### src/rtl/parking_pkg.sv
// parking_pkg: event encoding, queue depth and occupancy states shared by the parking event sequencer.
package parking_pkg;
  localparam logic EVT_ENTRY = 1'b0;
  localparam logic EVT_EXIT = 1'b1;
  localparam int FIFO_DEPTH = 2;
  typedef struct packed {
    logic typ;
    logic [1:0] slot;
  } evt_t;
  typedef enum logic [1:0] {EMPTY = 2'd0, ONE = 2'd1, FULL = 2'd2} occ_e;
endpackage

### src/rtl/sensor_debounce.sv
// sensor_debounce: 2-flop synchronizer, clean level and level-change strobe for one raw bit.
// SENSOR_DEBOUNCE_EN: level follows only after DEB_SAMPLES equal samples; otherwise it tracks the synchronizer.
module sensor_debounce #(
  parameter int DEB_SAMPLES = 4
) (
  input  logic clk,
  input  logic reset,
  input  logic sample_en_i,
  input  logic raw_i,
  output logic level_o,
  output logic qual_o
);
  localparam int CW = $clog2(DEB_SAMPLES + 1);
  logic [1:0] sync_q;
  logic [CW-1:0] cnt_q, cnt_d;
  logic lvl_q, lvl_d, diff, done;
  always_comb begin
    diff = sync_q[1] ^ lvl_q;
    done = sample_en_i & diff & (cnt_q == CW'(DEB_SAMPLES - 1));
    cnt_d = !sample_en_i ? cnt_q : (!diff || done) ? '0 : cnt_q + 1'b1;
`ifdef SENSOR_DEBOUNCE_EN
    lvl_d = done ? sync_q[1] : lvl_q;
`else
    lvl_d = sync_q[1];
`endif
  end
  always_ff @(posedge clk or posedge reset)
    if (reset) begin
      sync_q <= '0;
      cnt_q <= '0;
      lvl_q <= 1'b0;
    end else begin
      sync_q <= {sync_q[0], raw_i};
      cnt_q <= cnt_d;
      lvl_q <= lvl_d;
    end
  assign level_o = lvl_q;
  assign qual_o = lvl_d ^ lvl_q;
endmodule

### src/rtl/parking_event_sequencer.sv
// parking_event_sequencer: clean entry/exit rising edges become {type, slot} events in a 2-entry queue.
// SENSOR_DEBOUNCE_EN selects sample-count debounce in every sensor_debounce instance.
module parking_event_sequencer
  import parking_pkg::*;
#(
  parameter int DEB_SAMPLES = 4
) (
  input  logic       clk,
  input  logic       reset,
  input  logic       sample_en,
  input  logic       entry_sensor,
  input  logic       exit_sensor,
  input  logic [1:0] switch,
  input  logic       evt_ready,
  output logic       evt_valid,
  output logic       evt_type,
  output logic [1:0] evt_slot,
  output logic       overflow
);
  logic [3:0] raw, lvl, qual;
  logic [1:0] sw_clean, keep;
  logic [2:0] total;
  logic pop, rise_en, rise_ex, ovf_q, ovf_d, valid_q;
  evt_t head_q, head_d, tail_q, tail_d, ent, ext;
  occ_e occ_q, occ_d;
  assign raw = {switch, exit_sensor, entry_sensor};
  for (genvar i = 0; i < 4; i++) begin : g_deb
    sensor_debounce #(.DEB_SAMPLES(DEB_SAMPLES)) u_deb (
      .clk(clk),
      .reset(reset),
      .sample_en_i(sample_en),
      .raw_i(raw[i]),
      .level_o(lvl[i]),
      .qual_o(qual[i])
    );
  end
  // Slot is the switch level after this cycle's qualification; entry always ranks ahead of exit.
  always_comb begin
    rise_en = qual[0] & ~lvl[0];
    rise_ex = qual[1] & ~lvl[1];
    sw_clean = lvl[3:2] ^ qual[3:2];
    ent = '{typ: EVT_ENTRY, slot: sw_clean};
    ext = '{typ: EVT_EXIT, slot: sw_clean};
    pop = valid_q & evt_ready;
    keep = occ_q - {1'b0, pop};
    total = {1'b0, keep} + {2'b0, rise_en} + {2'b0, rise_ex};
    head_d = keep != 2'd0 ? (pop ? tail_q : head_q) : rise_en ? ent : rise_ex ? ext : head_q;
    tail_d = keep == 2'd2 ? tail_q : keep == 2'd1 ? (rise_en ? ent : ext) : ext;
    occ_d = total > 3'(FIFO_DEPTH) ? FULL : occ_e'(total[1:0]);
    ovf_d = ovf_q | (total > 3'(FIFO_DEPTH));
  end
  always_ff @(posedge clk or posedge reset)
    if (reset) begin
      occ_q <= EMPTY;
      head_q <= '0;
      tail_q <= '0;
      ovf_q <= 1'b0;
      valid_q <= 1'b0;
    end else begin
      occ_q <= occ_d;
      head_q <= head_d;
      tail_q <= tail_d;
      ovf_q <= ovf_d;
      valid_q <= occ_d != EMPTY;
    end
  assign evt_valid = valid_q;
  assign evt_type = head_q.typ;
  assign evt_slot = head_q.slot;
  assign overflow = ovf_q;
endmodule

### config.mk
export PLATFORM = sky130hd
export DESIGN_NAME = parking_event_sequencer
export DESIGN_NICKNAME = d
export VERILOG_FILES = /design/src/rtl/parking_pkg.sv /design/src/rtl/sensor_debounce.sv /design/src/rtl/parking_event_sequencer.sv
export SDC_FILE = /design/constraint.sdc
export NUM_CORES = 1
export LEC_CHECK = 0
export ABC_AREA = 1
export ABC_CLOCK_PERIOD_IN_PS = 2500
export BUFFER_PORTS_ARGS = -buffer_cell sky130_fd_sc_hd__buf_2
export CORE_MARGIN = 1
export CORE_UTILIZATION = 53
export DETAILED_ROUTE_END_ITERATION = 10
export MAX_ROUTING_LAYER = met4
export PLACE_DENSITY = 0.75
export SYNTH_ARGS = -nofsm -noshare
export SYNTH_HDL_FRONTEND = slang
export SYNTH_SLANG_ARGS = --single-unit
### constraint.sdc
create_clock -name clk -period 2.5 [get_ports clk]
set_clock_uncertainty 0.05 [all_clocks]
set_input_delay 0.25 -clock clk [delete_from_list [all_inputs] [get_ports clk]]
set_output_delay 0.25 -clock clk [all_outputs]
set_load 0.005 [all_outputs]
After elaboration in Yosys (flattened, before gate mapping) --
Index checks and enable logic that the tools add are counted.
Word-level totals: register bits 22, word-level logic and storage cells 44
Cells by class: bitwise operators 11, equal/unequal tests 3, muxes and demuxes 7, $lt $le $gt $ge 1, $add $sub $neg 3, reduce and logical (&&, ||, !) cells 4
Operators by type and width (count):
- $mux W3 | 6
- $reduce_bool A2 Y1 | 2
- $xor A1 B1 Y1 | 4
- $add A2 B1 Y3 | 1
- $add A3 B1 Y3 | 1
- $and A1 B1 Y1 | 3
- $gt A3 B2 Y1 const B | 1
- $reduce_bool A3 Y1 | 1
- $eq A2 B1 Y1 const B | 1
- $eq A2 B2 Y1 const B | 1
- $mux W2 | 1
- $ne A2 B2 Y1 const B | 1
- $not A1 Y1 | 2
- $reduce_and A2 Y1 | 1
- $sub A2 B1 Y2 | 1
- $xor A2 B2 Y2 | 1
- $or A1 B1 Y1 | 1

Depth between registers and ports, before layout --
Gate-level depths: netlist of the first run.
word-level depth 7, depth in mapped cells 11

Cells and area by module --
From an unflattened synthesis of the first run, not the netlist that was laid out.
Second synthesis, totals: cells, all modules 121, area total of the unflattened synthesis 1052.3 µm²
By module, submodules not included:
- parking_event_sequencer | area an instance 661.9 µm², cells each 85, instances 1
- sensor_debounce | area an instance 97.6 µm², cells each 9, instances 4

Least setup slack after synthesis of the first run --
OpenSTA, ideal clock, no wires.
kind register -> register, start point register valid_q, in the netlist evt_valid, end point register occ_q[0], slack 0.379 ns, arrival time 1.952 ns, data required time 2.331 ns, clock period less this slack 2.121 ns, cell stages (with the launch flop) 9, path through dfrtp_1 > nand2_1 > inv_2 > ha_1 > fa_1 > inv_1 > ha_1 > a21o_1 > and2_1
Between the ends: word-level cells in the longest chain between the ends 6
Ends and longest elaborated chain:
- from (decl) | line parking_event_sequencer.sv:23 | logic pop, rise_en, rise_ex, ovf_q, ovf_d, valid_q;
- from (signal assigned) | line parking_event_sequencer.sv:58 | valid_q <= 1'b0;
- from (signal assigned) | line parking_event_sequencer.sv:64 | valid_q <= occ_d != EMPTY;
- $and A1 B1 Y1 * | line parking_event_sequencer.sv:44 | pop = valid_q & evt_ready;
- $sub A2 B1 Y2 * | line parking_event_sequencer.sv:45 | keep = occ_q - {1'b0, pop};
- $add A2 B1 Y3 * | line parking_event_sequencer.sv:46 | total = {1'b0, keep} + {2'b0, rise_en} + {2'b0, rise_ex};
- $add A3 B1 Y3 * | line parking_event_sequencer.sv:46
- $gt A3 B2 Y1 | line parking_event_sequencer.sv:49 | occ_d = total > 3'(FIFO_DEPTH) ? FULL : occ_e'(total[1:0]);
- $mux W2 * | line parking_event_sequencer.sv:49
- via occ_d[0] | line parking_event_sequencer.sv:25 | occ_e occ_q, occ_d;
- to (signal assigned) | line parking_event_sequencer.sv:54 | occ_q <= EMPTY;
- to (signal assigned) | line parking_event_sequencer.sv:60 | occ_q <= occ_d;
- to (decl) | line parking_event_sequencer.sv:25
Mark *: on every way through the listed nets, which the timed path passes. The rest lies on a longest branch. A chain may end at the register's enable or synchronous reset.

Final worst setup path of the first run --
Same ends and word-level chain as after synthesis.

==> metrics.cfg, run 1 <==
[route]
first_pass_iters = 4
ant_nets = 0
routed_via_density = 4.79
first_iter_violations = 3
routed_wl_um = 1190
routed-via-count = 580
drc_errors = 0
wl_per_cell_um = 9.85

[power_and_ir_drop]
leakagePower_nw = 0.555
power_density_nw_per_um2 = 1080
ir_worst_vdd_v = 0.000800

[logic_synthesis]
synthCells = 85
ys_types = 15
synth_top_area_share_pct = 58.3
yosysWarningCount = 0
syn-num-nets = 97
synthMuxAreaShare_pct = 0
synthAdderAreaFrac_pct = 6.71
ys_ff_latch = 20
yosysTopAreaCell = dfrtp_1
synthXorXnorAreaFrac_pct = 0
synth_top_family_by_area = simple AND/OR/NAND/NOR gates
synth.area.top_cells = dfrtp_1 (58%), nand2_1 (11%), ha_1 (4.4%)
synth_area_sq_um = 858
postSynthAreaPerCell_sq_um = 10.1
synth_compound_area_share_pct = 1.46
synthSimpleGateAreaFrac_pct = 27.4
synth_seq_area_share_pct = 58.3

[timing]
finalHoldViolations = 0
relSlewSlack_pct = 52.1
finalCritPeriodShare_pct = 80.9
worst_pin_slew_ps = 718
fmax_ghz = 0.495
finalCriticalPeriod_ps = 2020
rsz0062_at_grt = false
setup_viol_count_final = 0
fin_tns_setup_ps = 0
drv_slew = 0

[grt]
overflow = 0
grt_pass1_wl_um = 2170
grt_start_max_net_pins = 21
antenna_found_initial = 0
grt_usage_pct = 17.3
grt_pass1_vias = 568

[critical_path]
cp-end-kind = register
worst_ep_arrival_time_ps = 2170
cp.required_ps = 2650
reg2reg_slack_ps = 480
reg2reg_depth = 8
worstPathMaxFanout = 2
worst_setup_path_start_kind = register
r2r_start = evt_valid
crit_type = register to register
r2r-end = occ_q[0]

[floorplan]
io_pins = 13
fp-row-count = 14
core_area_sq_um = 1510
die_w_um = 42.2
start_util_pct = 57.0
dieArea_sq_um = 1780
die_h_um = 42.2

[clocking]
clock_latency_ps = 290
cts-root-buf = clkbuf_4
clock-sinks = 20
cts_made_buffers = 3
ctsLongestPathBuffers = 2
htreeDepth = 1
post_cts_buffers = 0
clk_pin_slew_ps = 110
cts_tree = built

[cells_and_area]
final_cell_mix = nand2_1 (25), dfrtp_1 (20), buf_2 (11), inv_1 (10), nand3_1 (7)
fin_nets = 118
diodes = 0
area_growth_pct = 20.4
layout.cells.non_filler = 121
layout-drive-gt1-share_pct = 28.6
final_common_cell = nand2_1

[place]
gp_congestion = 0.738
dp.cells = 113
dp_hpwl_um = 879
io_buffer_count = 11

[outcome]
status = finished clean

[flow_run]
drv_cap = 0

[hold_path]
hold_class = input port to async pin

==> layout make-up <==
| cell class | count | area, sq um |
|---|---|---|
| Multi-Input combinational cell | 51 | 305 |
| Tap cell | 16 | 20.0 |
| Clock buffer | 3 | 22.5 |
| Fill cell | 126 | 473 |
| Clock inverter | 1 | 30.0 |
| Inverter | 14 | 52.6 |
| Sequential cell | 20 | 500 |
| Timing Repair Buffer | 16 | 103 |
==> synth_stat cells, drive strengths merged <==
master and n:
nand2 33, dfrtp 20, inv 14, nand3 9, ha 3, nor2 2, a21o 1, and2 1
fa 1, o21ai 1
==> how the worst max path moves through the flow <==
stage                    from  endpoint  slack (ps)  depth (start not counted)
CTS                 evt_valid  occ_q[0]         460                          8
detailed placement  evt_valid  occ_q[0]         480                          8
floorplan           evt_valid  occ_q[0]         380                          8
global placement    evt_valid  occ_q[0]         490                          8
global route        evt_valid  occ_q[0]         340                          8
finish              evt_valid  occ_q[0]         480                          8
==> logic make-up (layout without fill, tap and decap cells) <==
family,after synthesis,in the layout
buffers and inverters,14,34
adder cells (fa/ha/maj),4,4
AND/OR/NAND/NOR,45,45
flip-flops,20,20
AO/OA/AOI/OAI,2,2
==> through the flow <==
stage	setup WS (ps)	utilization (%)	total power, mW	hold slack, ps	instance area [sq um]
4_1_cts	464	68.6	1.13	19.2	1030
3_5_place_dp	480	62.5	0.869	294	941
2_1_floorplan	379	-	0.770	164	858
6_report	478	68.6	1.12	1.15	1030
3_3_place_gp	493	62.5	0.857	282	941
5_1_grt	345	68.6	1.22	66.7	1030
==> critical path: stages (launching register included) <==
cell     delay, ps
dfrtp_1        390
nand2_1         80
inv_2           50
ha_1           310
fa_1           440
inv_1           70
ha_1           230
a21o_1         190
and2_1         130
==> where the power goes <==
part           switching, mW  internal [mW]  leakage [nW]  total, mW
registers             0.0319          0.392         0.227      0.424
logic                  0.255          0.181         0.300      0.437
clock network         0.0959          0.162        0.0279      0.258
total                  0.383          0.735         0.555       1.12
==> repair_timing <==
item | 4_1_cts | 5_1_grt
resized for setup | 0 | 0
hold endpoints to repair | 4 | 0
hold buffers | 4 | 0
==> registers in the layout, indices dropped and copies added (netlist names) <==
| name | count |
|---|---|
| g_deb.u_deb.sync_q | 8 |
| g_deb.u_deb.level_o | 2 |
| tail_q | 3 |
| evt_slot | 2 |
| evt_type | 1 |
| overflow | 1 |
| occ_q | 2 |
| evt_valid | 1 |
==> metal layers <==
metal | up-vias | share of wire [%] | GRT usage (%)
li1 | 294 | - | -
met1 | 272 | 44 | 19.8
met2 | 12 | 52 | 28.3
met3 | 2 | 2.3 | 3.88
met4 | 0 | 1.3 | 9.38
met5 | - | 0 | -
Note: power is estimated with default switching activity, not from simulation.
==> inputs of run 2 (changes only) <==
--- a/config.mk
+++ b/config.mk
@@ -6,7 +6,7 @@
 export NUM_CORES = 1
 export LEC_CHECK = 0
 export ABC_AREA = 1
-export ABC_CLOCK_PERIOD_IN_PS = 2500
+export ABC_CLOCK_PERIOD_IN_PS = 2100
 export BUFFER_PORTS_ARGS = -buffer_cell sky130_fd_sc_hd__buf_2
 export CORE_MARGIN = 1
 export CORE_UTILIZATION = 53
==> constraint.sdc (replaced) <==
create_clock -name clk -period 2.1 [get_ports clk]
set_clock_uncertainty 0.05 [all_clocks]
set_input_delay 0.21 -clock clk [delete_from_list [all_inputs] [get_ports clk]]
set_output_delay 0.21 -clock clk [all_outputs]
set_load 0.005 [all_outputs]
==> run 2 against run 1 <==
Die area is the same. Critical path depth stayed put. Non-clock buffer count increased by 1. Largest cell class unchanged. Sequential share of layout area down 0.69 points. Register-to-register slack lost 330 ps. Utilization grew 1.0 points.
==> metrics.cfg, run 2 (synthesized netlist as in run 1, its figures left out) <==
[place]
gp_congestion = 0.720  ; was 0.738
io_buffer_count = 11  ; unchanged
placed_area_sq_um = 943  ; was 941 sq um
pre_cts_slack_ps = 114  ; was 480 ps
dp.cells = 113  ; unchanged
dp_hpwl_um = 892  ; was 879 um

[power_and_ir_drop]
leakagePower_nw = 0.557  ; was 0.555 nW
p_comb_share_pct = 39.8  ; was 39.0%
p_seq_share_pct = 37.3  ; was 37.9%
swShare_pct = 34.5  ; was 34.3%
power_density_nw_per_um2 = 1280  ; was 1080 nW/um^2
power_switching_mw = 0.464  ; was 0.383 mW
finalPower_mw = 1.35  ; was 1.12 mW
p_clk_share_pct = 22.9  ; was 23.1%
ir_worst_vdd_v = 0.000929  ; was 0.000800 V
p_int_mw = 0.882  ; was 0.735 mW

[clocking]
cts-root-buf = clkbuf_4  ; unchanged
post_cts_buffers = 0  ; unchanged
clock_latency_ps = 300  ; was 290 ps
cts_tree = built  ; unchanged
clock-sinks = 20  ; unchanged
htreeDepth = 1  ; unchanged
cts_made_buffers = 3  ; unchanged
ctsLongestPathBuffers = 2  ; unchanged
clk_pin_slew_ps = 110  ; about the same

[route]
first_pass_iters = 4  ; unchanged
routed_wl_um = 1230  ; was 1190 um
first_iter_violations = 5  ; was 3
wl_per_cell_um = 10.1  ; was 9.85 um
routed_via_density = 4.70  ; was 4.79
drc_errors = 0  ; unchanged
routed-via-count = 573  ; was 580
ant_nets = 0  ; unchanged

[outcome]
status = finished clean  ; unchanged

[cells_and_area]
design_area_sq_um = 1050  ; was 1030 sq um
layout.cells.non_filler = 122  ; was 121
final_common_cell = nand2_1  ; unchanged
largest_register_ffs = 8  ; unchanged
diodes = 0  ; unchanged
layout-drive-gt1-share_pct = 30.2  ; was 28.6%
area_growth_pct = 22.2  ; was 20.4%
reg.largest.list = g_deb.u_deb.sync_q: 8 flops, tail_q: 3 flops  ; unchanged
final_cell_mix = nand2_1 (25), dfrtp_1 (20), buf_2 (11), inv_1 (10), nand3_1 (7)  ; unchanged
fin_nets = 119  ; was 118
final_util_pct = 69.6  ; was 68.6%
largest-register = g_deb.u_deb.sync_q  ; unchanged

[timing]
fin_tns_setup_ps = 0  ; unchanged
rsz0062_at_grt = false  ; unchanged
final.setup.worst_slack_ps = 149  ; was 478 ps
hold_ws_ps = 282  ; was 1.15 ps
fmax_ghz = 0.512  ; was 0.495 GHz
setup_viol_count_final = 0  ; unchanged
drv_slew = 0  ; unchanged
worst_pin_slew_ps = 728  ; was 718 ps
finalCritPeriodShare_pct = 92.9  ; was 80.9%
finalCriticalPeriod_ps = 1950  ; was 2020 ps
finalHoldViolations = 0  ; unchanged
relSlewSlack_pct = 51.4  ; was 52.1%

[grt]
grt_pass1_wl_um = 2260  ; was 2170 um
grt_usage_pct = 18.1  ; was 17.3%
overflow = 0  ; unchanged
grt_pass1_vias = 581  ; was 568
antenna_found_initial = 0  ; unchanged
grt_start_max_net_pins = 21  ; unchanged

[hold_path]
hold_class = input port to register  ; was input port to async pin

[critical_path]
worst_ep_arrival_time_ps = 2100  ; was 2170 ps
worstPathMaxFanout = 2  ; unchanged
crit_type = register to register  ; unchanged
cp-end-kind = register  ; unchanged
cp.required_ps = 2250  ; was 2650 ps
worst_setup_path_start_kind = register  ; unchanged

[floorplan]
die_w_um = 42.2  ; unchanged
core_area_sq_um = 1510  ; unchanged
die_h_um = 42.2  ; unchanged
io_pins = 13  ; unchanged
fp-row-count = 14  ; unchanged
start_util_pct = 57.0  ; unchanged
dieArea_sq_um = 1780  ; unchanged

[flow_run]
drv_cap = 0  ; unchanged

-- run 2: changes by cell type in the layout (fill, tap and decap cells not counted) --
| cell | before | now |
|---|---|---|
| ha_1 | 3 | 2 |
| fa_1 | 1 | 0 |
| dlygate4sd3_1 | 4 | 5 |
| ha_2 | 0 | 1 |
| fa_2 | 0 | 1 |
-- run 2: critical path, stage by stage (launching register included) --
cell     delay (ps)
dfrtp_1         390
nand2_1          80
inv_2            50
ha_2            280
fa_2            390
inv_1            60
ha_1            230
a21o_1          190
and2_1          140
-- run 2: path summary, 6_finish.rpt --
| path | startpoint | to | slack [ps] | depth (start not counted) |
|---|---|---|---|---|
| max in group asynchronous | reset | tail_q[0] | 1030 | 3 |
| max | evt_valid | occ_q[0] | 150 | 8 |
| max reg2reg | evt_valid | occ_q[0] | 150 | 8 |
| min | evt_ready | evt_slot[0] | 280 | 6 |
| min in group asynchronous | reset | g_deb[1].u_deb.level_o | 520 | 3 |
| min reg2reg | g_deb[2].u_deb.sync_q[0] | g_deb[2].u_deb.sync_q[1] | 310 | 0 |
-- run 2: layout make-up --
class                      count  area, sq um
clock inverter                 1         30.0
timing repair buffer          17          113
sequential                    20          500
tap                           16         20.0
fill                         117          458
inverter                      14         52.6
multi-input combinational     51          310
clock buffer                   3         22.5
-- run 2: timing repair --
action | 4_1_cts | 5_1_grt
endpoints found under the setup margin | 0 | 1
resized for setup | 0 | 1
hold buffers | 5 | 0
hold endpoints to repair | 24 | 0
-- run 2: layer usage --
| layer | global-route usage, % | share of wire, % |
|---|---|---|
| met5 | - | 0 |
| met4 | 9.38 | 0.73 |
| met3 | 2.59 | 2.9 |
| met2 | 31.1 | 53 |
| met1 | 20.4 | 43 |
-- run 2: power groups by stage --
stage          Sequential (mW)  Clock (mW)  Combinational [mW]
2_1_floorplan            0.511           0               0.412
3_3_place_gp             0.509           0               0.515
3_5_place_dp             0.512           0               0.527
4_1_cts                  0.505       0.318               0.541
5_1_grt                  0.515       0.330               0.622
6_report                 0.503       0.308               0.535
==> inputs of run 3 (changes only) <==
--- a/config.mk
+++ b/config.mk
@@ -8,11 +8,13 @@
 export ABC_AREA = 1
 export ABC_CLOCK_PERIOD_IN_PS = 2100
 export BUFFER_PORTS_ARGS = -buffer_cell sky130_fd_sc_hd__buf_2
+export CELL_PAD_IN_SITES_DETAIL_PLACEMENT = 0
+export CELL_PAD_IN_SITES_GLOBAL_PLACEMENT = 1
 export CORE_MARGIN = 1
-export CORE_UTILIZATION = 53
+export CORE_UTILIZATION = 41
 export DETAILED_ROUTE_END_ITERATION = 10
 export MAX_ROUTING_LAYER = met4
-export PLACE_DENSITY = 0.75
+export PLACE_DENSITY_LB_ADDON = 0.1
 export SYNTH_ARGS = -nofsm -noshare
 export SYNTH_HDL_FRONTEND = slang
 export SYNTH_SLANG_ARGS = --single-unit
==> run 3 against run 2 <==
Clock-buffer cell count unchanged. Via count down 3.3%. Combinational power down 0.9%. Cell area up 1.1%. Fmax down 2.3%. Sequential power about the same. Cell count up 9.0%. Total power about the same. Critical path type unchanged. Critical endpoint unchanged.
==> metrics.cfg, run 3 (synthesized netlist as in run 1, its figures left out) <==
[outcome]
status = finished clean  ; unchanged

[timing]
rsz0062_at_grt = false  ; unchanged
relSlewSlack_pct = 51.7  ; was 51.4%
worst_pin_slew_ps = 724  ; was 728 ps
fin_tns_setup_ps = 0  ; unchanged
drv_slew = 0  ; unchanged
setup_viol_count_final = 0  ; unchanged
finalCriticalPeriod_ps = 2000  ; was 1950 ps
fmax_ghz = 0.501  ; was 0.512 GHz
finalHoldViolations = 0  ; unchanged
finalCritPeriodShare_pct = 95.1  ; was 92.9%

[cells_and_area]
reg.largest.list = g_deb.u_deb.sync_q: 8 flops, tail_q: 3 flops  ; unchanged
final_cell_mix = nand2_1 (25), dfrtp_1 (20), buf_2 (11), inv_1 (10), nand3_1 (7)  ; unchanged
diodes = 0  ; unchanged
design_area_sq_um = 1060  ; was 1050 sq um
fin_nets = 119  ; unchanged
largest_register_ffs = 8  ; unchanged
layout-drive-gt1-share_pct = 29.2  ; was 30.2%
final_common_cell = nand2_1  ; unchanged
area_growth_pct = 23.5  ; was 22.2%
largest-register = g_deb.u_deb.sync_q  ; unchanged

[critical_path]
r2r_start = evt_valid  ; unchanged
r2r-end = occ_q[0]  ; unchanged
worstPathMaxFanout = 2  ; unchanged
reg2reg_depth = 8  ; unchanged
worst_ep_arrival_time_ps = 2150  ; was 2100 ps
crit_type = register to register  ; unchanged
cp-end-kind = register  ; unchanged
reg2reg_slack_ps = 100  ; was 150 ps
worst_setup_path_start_kind = register  ; unchanged
cp.required_ps = 2250  ; about the same

[clocking]
cts_tree = built  ; unchanged
clock_latency_ps = 310  ; was 300 ps
cts-root-buf = clkbuf_4  ; unchanged
cts-hold-fix-buffers = 5  ; unchanged
post_cts_buffers = 0  ; unchanged
clock-sinks = 20  ; unchanged
clk_pin_slew_ps = 120  ; was 110 ps
ctsLongestPathBuffers = 2  ; unchanged
cts_resized = 0  ; unchanged
cts_made_buffers = 3  ; unchanged
htreeDepth = 1  ; unchanged

[route]
routed_via_density = 4.17  ; was 4.70
routed-via-count = 554  ; was 573
ant_nets = 0  ; unchanged
wl_per_cell_um = 9.35  ; was 10.1 um
routed_wl_um = 1240  ; was 1230 um
drc_errors = 0  ; unchanged
first_iter_violations = 3  ; was 5
first_pass_iters = 3  ; was 4

[grt]
antenna_found_initial = 0  ; unchanged
overflow = 0  ; unchanged
grt_pass1_wl_um = 2010  ; was 2260 um
grt_usage_pct = 14.2  ; was 18.1%
grt_start_max_net_pins = 21  ; unchanged
grt_pass1_vias = 494  ; was 581

[power_and_ir_drop]
power_density_nw_per_um2 = 1270  ; was 1280 nW/um^2
ir_worst_vdd_v = 0.000749  ; was 0.000929 V
leakagePower_nw = 0.558  ; was 0.557 nW

[hold_path]
hold_class = input port to register  ; unchanged
holdPathStages = 6  ; unchanged
min_to = evt_slot[1]  ; was evt_slot[0]
min_from = evt_ready  ; unchanged

[flow_run]
drv_cap = 0  ; unchanged

[floorplan]
die_h_um = 47.8  ; was 42.2 um
io_pins = 13  ; unchanged
core_area_sq_um = 1960  ; was 1510 sq um
die_w_um = 47.8  ; was 42.2 um
dieArea_sq_um = 2280  ; was 1780 sq um
start_util_pct = 43.7  ; was 57.0%
fp-row-count = 16  ; was 14

[place]
gp_congestion = 0.674  ; was 0.720
io_buffer_count = 11  ; unchanged
placed_area_sq_um = 957  ; was 943 sq um
dp_hpwl_um = 875  ; was 892 um

## run 3: area by class of cell
type / count / area, sq um
clock buffers: 3 / 22.5
flip-flops and latches: 20 / 500
clock inverters: 1 / 30.0
multi-input cells: 51 / 308
repair buffers: 17 / 113
inverters: 14 / 52.6
well taps: 27 / 33.8
fillers: 192 / 902
## run 3: worst max-delay path by stage
stage	from	end	depth (start not counted)
6_report	evt_valid	occ_q[0]	8
5_1_grt	evt_valid	occ_q[0]	8
4_1_cts	evt_valid	occ_q[0]	8
3_5_place_dp	evt_valid	occ_q[0]	8
3_3_place_gp	evt_valid	occ_q[0]	8
2_1_floorplan	evt_valid	occ_q[0]	8
## run 3: through the flow
step	worst slack [ps]	hold WS [ps]	cells	utilization, %	total power [mW]
after detailed placement	96.9	269	124	48.8	1.04
final	102	274	133	54.0	1.35
after floorplan	69.4	124	85	-	0.923
after CTS	78.9	281	133	54.0	1.36
after global routing	10.9	300	133	54.0	1.47
after global placement	127	267	124	48.8	1.03
## run 3: worst max-delay path: stages, from the launching register on
cell	delay (ps)
dfrtp_1	390
nand2_1	70
inv_2	50
ha_2	280
fa_1	450
inv_1	70
ha_1	230
a21o_1	190
and2_1	130
## run 3: where the power goes
group | internal, mW | switching (mW)
logic | 0.221 | 0.309
registers | 0.466 | 0.0345
clock network | 0.193 | 0.124
## run 3: per-layer routing
layer / vias to the layer above / global-route usage [%] / share of wire (%)
met5: - / - / 0
met3: 4 / 2.26 / 2.9
li1: 297 / - / -
met2: 12 / 21.9 / 44
met1: 241 / 16.0 / 50
met4: 0 / 11.7 / 3.0
